## config.mk

```make
export PLATFORM = sky130hd
export DESIGN_NAME = pl_down_timer_4b
export DESIGN_NICKNAME = d
export VERILOG_FILES = /design/src/rtl/pl_down_timer_4b.sv
export SDC_FILE = /design/constraint.sdc
export NUM_CORES = 1
export LEC_CHECK = 0
export ABC_CLOCK_PERIOD_IN_PS = 1700
export BUFFER_PORTS_ARGS = -buffer_cell sky130_fd_sc_hd__buf_2
export CAP_MARGIN = 5
export CORE_AREA = 2 2 39 41
export DETAILED_ROUTE_END_ITERATION = 8
export DIE_AREA = 0 0 41 43
export REMOVE_ABC_BUFFERS = 1
export SLEW_MARGIN = 25
export SYNTH_ARGS = -nofsm -noshare
export SYNTH_HDL_FRONTEND = slang
export SYNTH_SLANG_ARGS = --single-unit
```

## constraint.sdc

```tcl
create_clock -name clk -period 1.7 [get_ports clk]
set_clock_uncertainty 0.05 [all_clocks]
set_input_delay 0.51 -clock clk [delete_from_list [all_inputs] [get_ports clk]]
set_output_delay 0.51 -clock clk [all_outputs]
set_load 0.005 [all_outputs]
```

## src/rtl/pl_down_timer_4b.sv

```systemverilog
// Parallel-load down-counting timer with run-control FSM and cascadable terminal-zero flag.
// Optional auto-reload from a shadow register when PL_DOWN_TIMER_RELOAD_EN is defined.
module pl_down_timer_4b #(
   parameter int WIDTH = 4
) (
   input  logic             clk,
   input  logic             clr_b,
   input  logic [WIDTH-1:0] in,
   input  logic             load,
   input  logic             cten,
   input  logic             start,
   input  logic             stop,
   output logic [WIDTH-1:0] out,
   output logic             tz,
   output logic             busy,
   output logic             done
);

   typedef enum logic [1:0] {
      S_IDLE    = 2'd0,
      S_RUN     = 2'd1,
      S_EXPIRED = 2'd2
   } state_t;

   localparam logic [WIDTH-1:0] ONE = WIDTH'(1);

   state_t           state_q, state_d;
   logic [WIDTH-1:0] out_q, out_d;
   logic             busy_q, done_q;
   logic             out_zero;

`ifdef PL_DOWN_TIMER_RELOAD_EN
   logic [WIDTH-1:0] shadow_q, shadow_d;
`endif

   assign out_zero = (out_q == '0);

   // State register; busy/done are registered decodes of the next state.
   always_ff @(posedge clk or negedge clr_b) begin
      if (!clr_b) begin
         state_q  <= S_IDLE;
         out_q    <= '0;
         busy_q   <= 1'b0;
         done_q   <= 1'b0;
`ifdef PL_DOWN_TIMER_RELOAD_EN
         shadow_q <= '0;
`endif
      end else begin
         state_q  <= state_d;
         out_q    <= out_d;
         busy_q   <= (state_d == S_RUN);
         done_q   <= (state_d == S_EXPIRED);
`ifdef PL_DOWN_TIMER_RELOAD_EN
         shadow_q <= shadow_d;
`endif
      end
   end

   // Next-state logic, priority load > stop > start > count.
   always_comb begin
      state_d = state_q;
      out_d   = out_q;
`ifdef PL_DOWN_TIMER_RELOAD_EN
      shadow_d = shadow_q;
`endif
      if (load) begin
         out_d = in;
`ifdef PL_DOWN_TIMER_RELOAD_EN
         shadow_d = in;
`endif
         if (start) begin
            state_d = S_RUN;
         end else if (state_q == S_EXPIRED) begin
            state_d = S_IDLE;
         end
      end else if (stop) begin
         if (state_q == S_RUN) begin
            state_d = S_IDLE;
         end
      end else if (start && (state_q != S_RUN)) begin
         state_d = S_RUN;
      end else if ((state_q == S_RUN) && cten) begin
         if (!out_zero) begin
            out_d = out_q - ONE;
         end else begin
`ifdef PL_DOWN_TIMER_RELOAD_EN
            out_d = shadow_q;
`else
            state_d = S_EXPIRED;
`endif
         end
      end
   end

   // Outputs: tz is combinational so a cascaded stage sees it in the same cycle.
   always_comb begin
      tz   = (state_q == S_RUN) && out_zero && cten && !load;
      out  = out_q;
      busy = busy_q;
      done = done_q;
   end

endmodule

```

==> impl_metrics.yaml, run 1 <==
global_route:
  wire_length_of_the_first_global_routing_pass_mm: 2.03
  gr-total-overflow: 0
  vias_in_the_first_global_route: 472
  number_of_antenna_violations_at_the_first_check_in_global_routing: 0
  grt_start_max_net_pins: 9
  grt_use_total: 0.169
detailed_routing:
  drt_first_pass_iters: 4
  route.detailed.wl_per_inst_um: 12.9
  per_cell_via_count_in_the_routed_design: 5.41
  drt_drc_violations_left: 0
  dr_total_vias: 519
  detail_route.iter0.violations: 24
  postRouteAntennaNets: 0
  routed_wl_mm: 1.24
clock_tree:
  cts_inserted_buffers: 3
  cts_max_path_buffers: 2
  cts-htree-levels: 1
  insertion_delay_ns: 0.25
  cts.reportedPaths.clkPinSlew_ns: 0.06
  cts_tree: "built"
  cts_num_sinks: 8
  cts-root-buf: "clkbuf_4"
  holdBufCountCts: 0
status:
  outcome: "finished with violations"
  violations: "setup timing"
timing:
  slew-limit-headroom: 0.857
  worst_slew_pin_slew_ns: 0.214
  final-hold-violation-count: 0
  timing.final.ws_setup_ns: -0.266
  min_period_ns: 1.97
  rsz_0062_raised_after_global_routing: "yes"
  post-route-period-util: 1.16
  finalMaxSlewViolations: 0
  setup-violations-final: 4
  maxClockFrequency_ghz: 0.509
  timing.hold.ws_ns: 0.0351
floorplan:
  initial_utilization: 0.355
  die_height_um: 43
  ioPinCount: 17
  floorplan.core_area_mm2: 0.00138
  die_width_um: 41
  die-area_mm2: 0.00176
  fp-row-count: 14
cells_and_area:
  fill_cell_total_of_the_finished_layout: 136
  layout.core_utilization: 0.522
  num-nets-final: 93
  post-route-cell-area_um2: 722
  antennaDiodeCount: 0
  flow.area_growth_from_synthesis_pct: 46.8
  instances_no_fill: 96
  final_layout_size_suffix_gt1_frac: 0.500
synth:
  synth-seq-cells: 8
  synth_cell_types: 25
  yosys-top-cells-area: "dfrtp_1, nand4bb_4, inv_1"
  yosys-top-cells-count: "dfrtp_1, inv_1, nor2_1"
  yosysWarnings: 0
  synth.top_cell.area_share: 0.407
  synthesis.instances: 50
  post_synth.cell_area_avg_um2: 9.83
  synth_top_cell_by_area: "dfrtp_1"
  mappedNetlistArea_um2: 492
  synth-async-reset-ratio: 1.00
  number_of_enable_flip_flop_cells_after_synthesis: 0
  post-synth-top-count-cell: "dfrtp_1"
  synth-main-ff-cell: "dfrtp_1"
  synth_seq_area_share: 0.407
worst_hold_path:
  hold_path_class: "in2async"
setup_path:
  regToRegSetupSlack_ns: -0.16
  cp.arrival_ns: 1.41
  rr_startpoint: "out[0]"
  worstPathRequired_ns: 1.14
  worst_setup_path_end_kind: "output pin"
  critical_path.max_fanout: 2
  start_kind: "flip-flop"
  worst_r2r_path_depth: 7
  critical_path.startpoint: "out[0]"
  r2r-end: "out[0]"
  crit_type: "reg2out"
pwr:
  power.leakage_nw: 0.351
  max-vdd-ir-drop_uv: 310
  totalPowerFinal_w: 0.000522
  cellPowerDensity_mw_per_mm2: 723
placement:
  hpwlAfterDp_um: 943
  port_buffers: 16
  place_congestion: 0.717
  place_inst: 92
  place_area_um2: 671
run:
  maxCapViolations: 0
-- state kept, by name (all words and copies together) (netlist names) --
signal	flops
busy	1
done	1
out	4
state_q	2
-- per-layer routing --
layer  routed length (um)  vias up  global-route usage
li1                     -      250                   -
met1                  555      251               0.234
met2                  593       18               0.241
met3                   89        0              0.0524
met4                    0        0              0.0600
met5                    0        -                   0
-- cells in the final DEF (no fill, tap or decap), types with 3 or more instances in the layout --
master / netlist / final
nand3_2: 0 / 3
dfrtp_1: 8 / 8
inv_1: 6 / 6
buf_2: 0 / 16
nor2_1: 4 / 4
clkbuf_4: 0 / 3
buf_4: 0 / 12
a31oi_1: 3 / 3
-- layout make-up --
cell class	count	area (um^2)	share of cell area
multi-input cells	35	287	0.397
flip-flops and latches	8	200	0.277
repair buffers	28	170	0.236
clock buffers	3	22.5	0.0312
inverters	6	22.5	0.0312
well taps	16	20.0	0.0277
-- how the worst max path moves through the flow --
stage / cells after the start / to / slack, ns
2_1_floorplan: 5 / tz / -0.08
3_3_place_gp: 6 / tz / -0.06
3_5_place_dp: 6 / tz / -0.09
4_1_cts: 6 / tz / -0.25
5_1_grt: 6 / tz / -0.37
6_report: 6 / tz / -0.27
-- what timing repair did --
action	CTS	global route
endpoints found under the setup margin	3	4
resized for setup	2	2
setup buffers	1	0
cloned	0	0
pin swaps	2	1
-- cell families (layout without fill, tap and decap cells) --
group,Yosys count,count (layout),synth area share
simple gates,20,20,0.308
compound gates,14,14,0.206
fa+ha+maj,1,1,0.0254
flops,8,8,0.407
buf+inv,7,37,0.0534
-- power by group --
part	internal [W]	switching [W]	total (W)
combinational	0.0000838	0.0000684	0.000152
clock	0.0000810	0.0000674	0.000148
sequential	0.000207	0.0000138	0.000221
total	0.000372	0.000150	0.000522
-- critical path: stages (launching register included) --
cell and delay (ns):
dfrtp_1 0.39, inv_1 0.06, ha_1 0.16, nor3b_4 0.24, nand3_2 0.10, nor2_1 0.09
buf_2 0.11
-- metrics by stage --
step | setup slack [ns] | setup TNS (ns)
2_1_floorplan | -0.0848 | -0.0848
4_1_cts | -0.250 | -0.551
6_report | -0.266 | -0.573
3_3_place_gp | -0.0631 | -0.0768
5_1_grt | -0.373 | -0.856
3_5_place_dp | -0.0904 | -0.136
Note: power is estimated with default switching activity, not from simulation.
==> run 2: changes to the inputs <==
CELL_PAD_IN_SITES_DETAIL_PLACEMENT = 1   (was unset)
CELL_PAD_IN_SITES_GLOBAL_PLACEMENT = 1   (was unset)
CORE_AREA = unset   (was 2 2 39 41)
CORE_MARGIN = 1.5   (was unset)
CORE_UTILIZATION = 31   (was unset)
DIE_AREA = unset   (was 0 0 41 43)
PLACE_DENSITY_LB_ADDON = 0.1   (was unset)
==> run 2 against run 1 <==
Net effect:
- the run still ends with setup timing left
- design area up 8.7%
- clock-buffer cell count unchanged
- final cell count up 5.2%
- hold slack better by 0.017 ns
- via count up 6.6%
- critical path depth unchanged
==> impl_metrics.yaml, run 2 (synthesis results as in run 1) <==
status:
  outcome: "finished with violations"
  violations: "setup timing"
floorplan:
  die_width_um: 42.8
  floorplan.core_area_mm2: 0.00149
  die-area_mm2: 0.00183
  ioPinCount: 17
  die_height_um: 42.8
  initial_utilization: 0.330
  fp-row-count: 14
cells_and_area:
  fill_cell_total_of_the_finished_layout: 187
  final_layout_size_suffix_gt1_frac: 0.553
  num-nets-final: 98
  instances_no_fill: 101
  most-common-layout-cells: "buf_2, buf_4, dfrtp_1"
  regArea_um2: 200
  flow.area_growth_from_synthesis_pct: 59.5
  max_reg_flops: 4
  antennaDiodeCount: 0
  multiInputGateArea_um2: 298
timing:
  timing.hold.ws_ns: 0.0518
  maxClockFrequency_ghz: 0.506
  setup-violations-final: 2
  slew-limit-headroom: 0.812
  final-hold-violation-count: 0
  min_period_ns: 1.98
  worst_slew_pin_slew_ns: 0.281
  timing.final.ws_setup_ns: -0.277
  finalMaxSlewViolations: 0
  rsz_0062_raised_after_global_routing: "yes"
  post-route-period-util: 1.16
  fin_tns_setup_ns: -0.388
pwr:
  totalPowerFinal_w: 0.000554
  max-vdd-ir-drop_uv: 488
  power.leakage_nw: 0.382
  cellPowerDensity_mw_per_mm2: 707
setup_path:
  max_stage_delay_ns: 0.37
  worst_r2r_path_depth: 6
  cp.arrival_ns: 1.42
  crit_type: "reg2out"
  worstPathRequired_ns: 1.14
  critical_path.startpoint: "out[1]"
  worst_setup_path_end_kind: "output pin"
  regToRegSetupSlack_ns: -0.11
  critical_path.max_fanout: 2
  rr_startpoint: "out[1]"
  endpoint: "tz"
  start_kind: "flip-flop"
  crit_path_top_delay_cell: "dfrtp_1"
  r2r-end: "out[3]"
  path_cells: "inv_1 > ha_2 > nor3b_4 > nand3_2 > nor2_1 > buf_2"
detailed_routing:
  postRouteAntennaNets: 0
  dr_total_vias: 553
  drt_drc_violations_left: 0
  routed_wl_mm: 1.56
  detail_route.iter0.violations: 6
  route.detailed.wl_per_inst_um: 15.4
  drt_first_pass_iters: 4
  per_cell_via_count_in_the_routed_design: 5.48
placement:
  post-place-ws_ns: -0.0318
  port_buffers: 16
  place_congestion: 0.800
  place_inst: 94
  hpwlAfterDp_mm: 1.03
global_route:
  wire_length_of_the_first_global_routing_pass_mm: 2.40
  vias_in_the_first_global_route: 543
  grt_start_max_net_pins: 12
  grt_use_total: 0.183
  number_of_antenna_violations_at_the_first_check_in_global_routing: 0
  gr-total-overflow: 0
clock_tree:
  cts_num_sinks: 8
  cts_tree: "built"
  insertion_delay_ns: 0.25
  cts-htree-levels: 1
  cts.reportedPaths.clkPinSlew_ns: 0.05
  holdBufCountCts: 0
  cts_inserted_buffers: 3
  cts-root-buf: "clkbuf_4"
  cts_max_path_buffers: 2
run:
  maxCapViolations: 0
worst_hold_path:
  hold_path_class: "in2async"
## run 2: changes by cell type in the layout (fill, tap and decap cells not counted), sizes merged
cell / previous run / this run
buf: 28 / 33
## run 2: worst min path at each step
| stage | from | to | slack, ns |
|---|---|---|---|
| 2_1_floorplan | clr_b | busy | 0.16 |
| 3_3_place_gp | clr_b | out[2] | 0.32 |
| 3_5_place_dp | clr_b | out[2] | 0.32 |
| 4_1_cts | clr_b | out[0] | 0.04 |
| 5_1_grt | clr_b | out[0] | 0.04 |
| 6_report | clr_b | out[2] | 0.05 |
## run 2: power breakdown
part           switching (W)  total, W  internal (W)
registers          0.0000126  0.000220      0.000207
clock network      0.0000614  0.000142     0.0000806
logic              0.0000854  0.000192      0.000107
## run 2: stage by stage
step / utilization / area [um^2]
6_report: 0.527 / 785
5_1_grt: 0.527 / 785
4_1_cts: 0.503 / 749
3_5_place_dp: 0.461 / 686
3_3_place_gp: 0.461 / 686
2_1_floorplan: - / 488
## run 2: routing by layer
| metal | vias to the layer above | global-route usage | routed length, um |
|---|---|---|---|
| li1 | 262 | - | - |
| met1 | 270 | 0.192 | 614 |
| met2 | 21 | 0.333 | 846 |
| met3 | 0 | 0.0809 | 94 |
| met4 | 0 | 0.0375 | 0 |
| met5 | - | 0 | 0 |
## run 2: critical path, delay by kind of cell (launching register included)
kind                       cells  cell delay [ns]
and+or+nand+nor                3             0.43
adders and majority gates      1             0.18
DFF                            1             0.37
buffers and inverters          2             0.18
## run 2: area by class of cell
class                      count  area share
multi-input combinational     35       0.380
timing repair buffer          33       0.282
inverter                       6      0.0287
tap                           16      0.0255
sequential                     8       0.255
clock buffer                   3      0.0287
## run 2: what timing repair did
item,4_1_cts,5_1_grt
resized for setup,6,5
endpoints found under the hold margin,0,0
pin swaps,4,4
setup endpoints to repair,3,6
setup buffers,2,2
==> run 3: changes to the inputs <==
CELL_PAD_IN_SITES_DETAIL_PLACEMENT = 0   (was 1)
==> run 3 against run 2 <==
Net effect:
- the run still ends with setup timing left
- sequential share of layout area up 0.33 points
- combinational power down 9%
- design area down 1.3%
- critical path depth unchanged
- non-clock buffer count down 2
- final cell count down 2.0%
- maximum frequency up 1.4%
- first-iteration DRC count up 67%
==> impl_metrics.yaml, run 3 (synthesis results as in run 1) <==
status:
  outcome: "finished with violations"
  violations: "setup timing"
detailed_routing:
  detail_route.iter0.violations: 10
  dr_total_vias: 520
  drt_first_pass_iters: 4
  route.detailed.wl_per_inst_um: 13.2
  per_cell_via_count_in_the_routed_design: 5.25
  drt_drc_violations_left: 0
  routed_wl_mm: 1.30
  postRouteAntennaNets: 0
clock_tree:
  cts_num_sinks: 8
  cts_tree: "built"
  cts-root-buf: "clkbuf_4"
  cts_inserted_buffers: 3
  cts_max_path_buffers: 2
  cts-htree-levels: 1
  cts.reportedPaths.clkPinSlew_ns: 0.05
  insertion_delay_ns: 0.25
global_route:
  number_of_antenna_violations_at_the_first_check_in_global_routing: 0
  grt.met1_usage: 0.198
  grt_use_total: 0.163
  grt_most_used_layer: "met2"
  met2_usage: 0.270
  grt_start_max_net_pins: 12
  gr-total-overflow: 0
  met3_usage: 0.0766
  wire_length_of_the_first_global_routing_pass_mm: 2.19
  vias_in_the_first_global_route: 509
setup_path:
  critical-path-top-delay-family: "simple AND/OR/NAND/NOR gates"
  max_stage_delay_ns: 0.38
  start_kind: "flip-flop"
  critical_path.n_buffers_inverters: 2
  crit_path_top_delay_cell: "dfrtp_1"
  worst_setup_path_end_kind: "output pin"
  worstPathRequired_ns: 1.14
  cp.arrival_ns: 1.39
  crit_type: "reg2out"
  path_cells: "inv_1 > ha_2 > nor3b_4 > nand3_2 > nor2_1 > buf_2"
  critical_path.max_fanout: 2
timing:
  slew-limit-headroom: 0.771
  maxClockFrequency_ghz: 0.513
  setup-violations-final: 2
  final-hold-violation-count: 0
  rsz_0062_raised_after_global_routing: "yes"
  timing.final.ws_setup_ns: -0.251
  finalMaxSlewViolations: 0
  fin_tns_setup_ns: -0.349
  post-route-period-util: 1.15
  worst_slew_pin_slew_ns: 0.339
  min_period_ns: 1.95
cells_and_area:
  mostFrequentLayoutCell: "buf_2"
  final_layout_size_suffix_gt1_frac: 0.554
  num-nets-final: 96
  most-common-layout-cells: "buf_2, buf_4, dfrtp_1"
  regArea_um2: 200
  antennaDiodeCount: 0
  multiInputGateArea_um2: 313
  flow.area_growth_from_synthesis_pct: 57.5
  fill_cell_total_of_the_finished_layout: 147
  max_reg_flops: 4
  instances_no_fill: 99
  layout.core_utilization: 0.520
pwr:
  clock_share_of_power: 0.268
  p_switching_w: 0.000154
  totalPowerFinal_w: 0.000538
  power.switching_fraction: 0.286
  seqPwrFrac: 0.408
  cellPowerDensity_mw_per_mm2: 695
  power.leakage_nw: 0.372
  power_report.internal_total_w: 0.000385
  p_comb_frac: 0.324
  max-vdd-ir-drop_uv: 463
floorplan:
  die-area_mm2: 0.00183
  initial_utilization: 0.330
  die_height_um: 42.8
  ioPinCount: 17
  floorplan.core_area_mm2: 0.00149
  fp-row-count: 14
  die_width_um: 42.8
run:
  maxCapViolations: 0
placement:
  place_congestion: 0.800
  hpwlAfterDp_um: 953
  place_inst: 94
  post-place-ws_ns: 0.00583
  port_buffers: 16
worst_hold_path:
  hold_path_class: "in2async"
-- run 3: cell types whose count changed in the layout (fill, tap and decap cells not counted), sizes merged --
cell  delta
buf      -2
-- run 3: power groups by stage --
| stage | clock [W] | sequential [W] | combinational, W |
|---|---|---|---|
| 2_1_floorplan | 0 | 0.000228 | 0.0000552 |
| 3_3_place_gp | 0 | 0.000221 | 0.000150 |
| 3_5_place_dp | 0 | 0.000221 | 0.000149 |
| 4_1_cts | 0.000155 | 0.000220 | 0.000161 |
| 5_1_grt | 0.000166 | 0.000222 | 0.000192 |
| 6_report | 0.000144 | 0.000220 | 0.000174 |
-- run 3: what timing repair did --
item | in CTS | in global routing
hold buffers | 0 | 0
gates resized for setup | 6 | 5
setup buffers | 1 | 1
cloned | 0 | 0
pin swaps | 3 | 3
setup endpoints to repair | 3 | 4
-- run 3: layout make-up --
type	instances	area share
timing repair buffer	31	0.254
inverter	6	0.0291
clock buffer	3	0.0291
sequential	8	0.258
tap	16	0.0258
multi-input combinational	35	0.404
-- run 3: worst paths after layout --
| kind | cells past startpoint | from | to | slack [ns] |
|---|---|---|---|---|
| max in group asynchronous | 1 | clr_b | state_q[1] | 1.39 |
| setup / recovery | 6 | out[1] | tz | -0.25 |
| setup reg to reg | 7 | out[1] | out[3] | -0.10 |
| hold reg to reg | 2 | state_q[1] | state_q[1] | 0.56 |
| min in group clk | 3 | in[0] | out[0] | 0.43 |
| hold / removal | 1 | clr_b | done | 0.04 |
-- run 3: metrics by stage --
stage                     area [um^2]  hold slack (ns)
after global routing              774           0.0362
after floorplan                   488            0.164
after CTS                         742           0.0363
after global placement            686            0.316
final                             774           0.0424
after detailed placement          686            0.315
-- run 3: layer usage --
layer | share of wire | wire [um]
met1 | 0.42 | 546
met2 | 0.51 | 666
met3 | 0.070 | 91
met4 | 0 | 0
met5 | 0 | 0
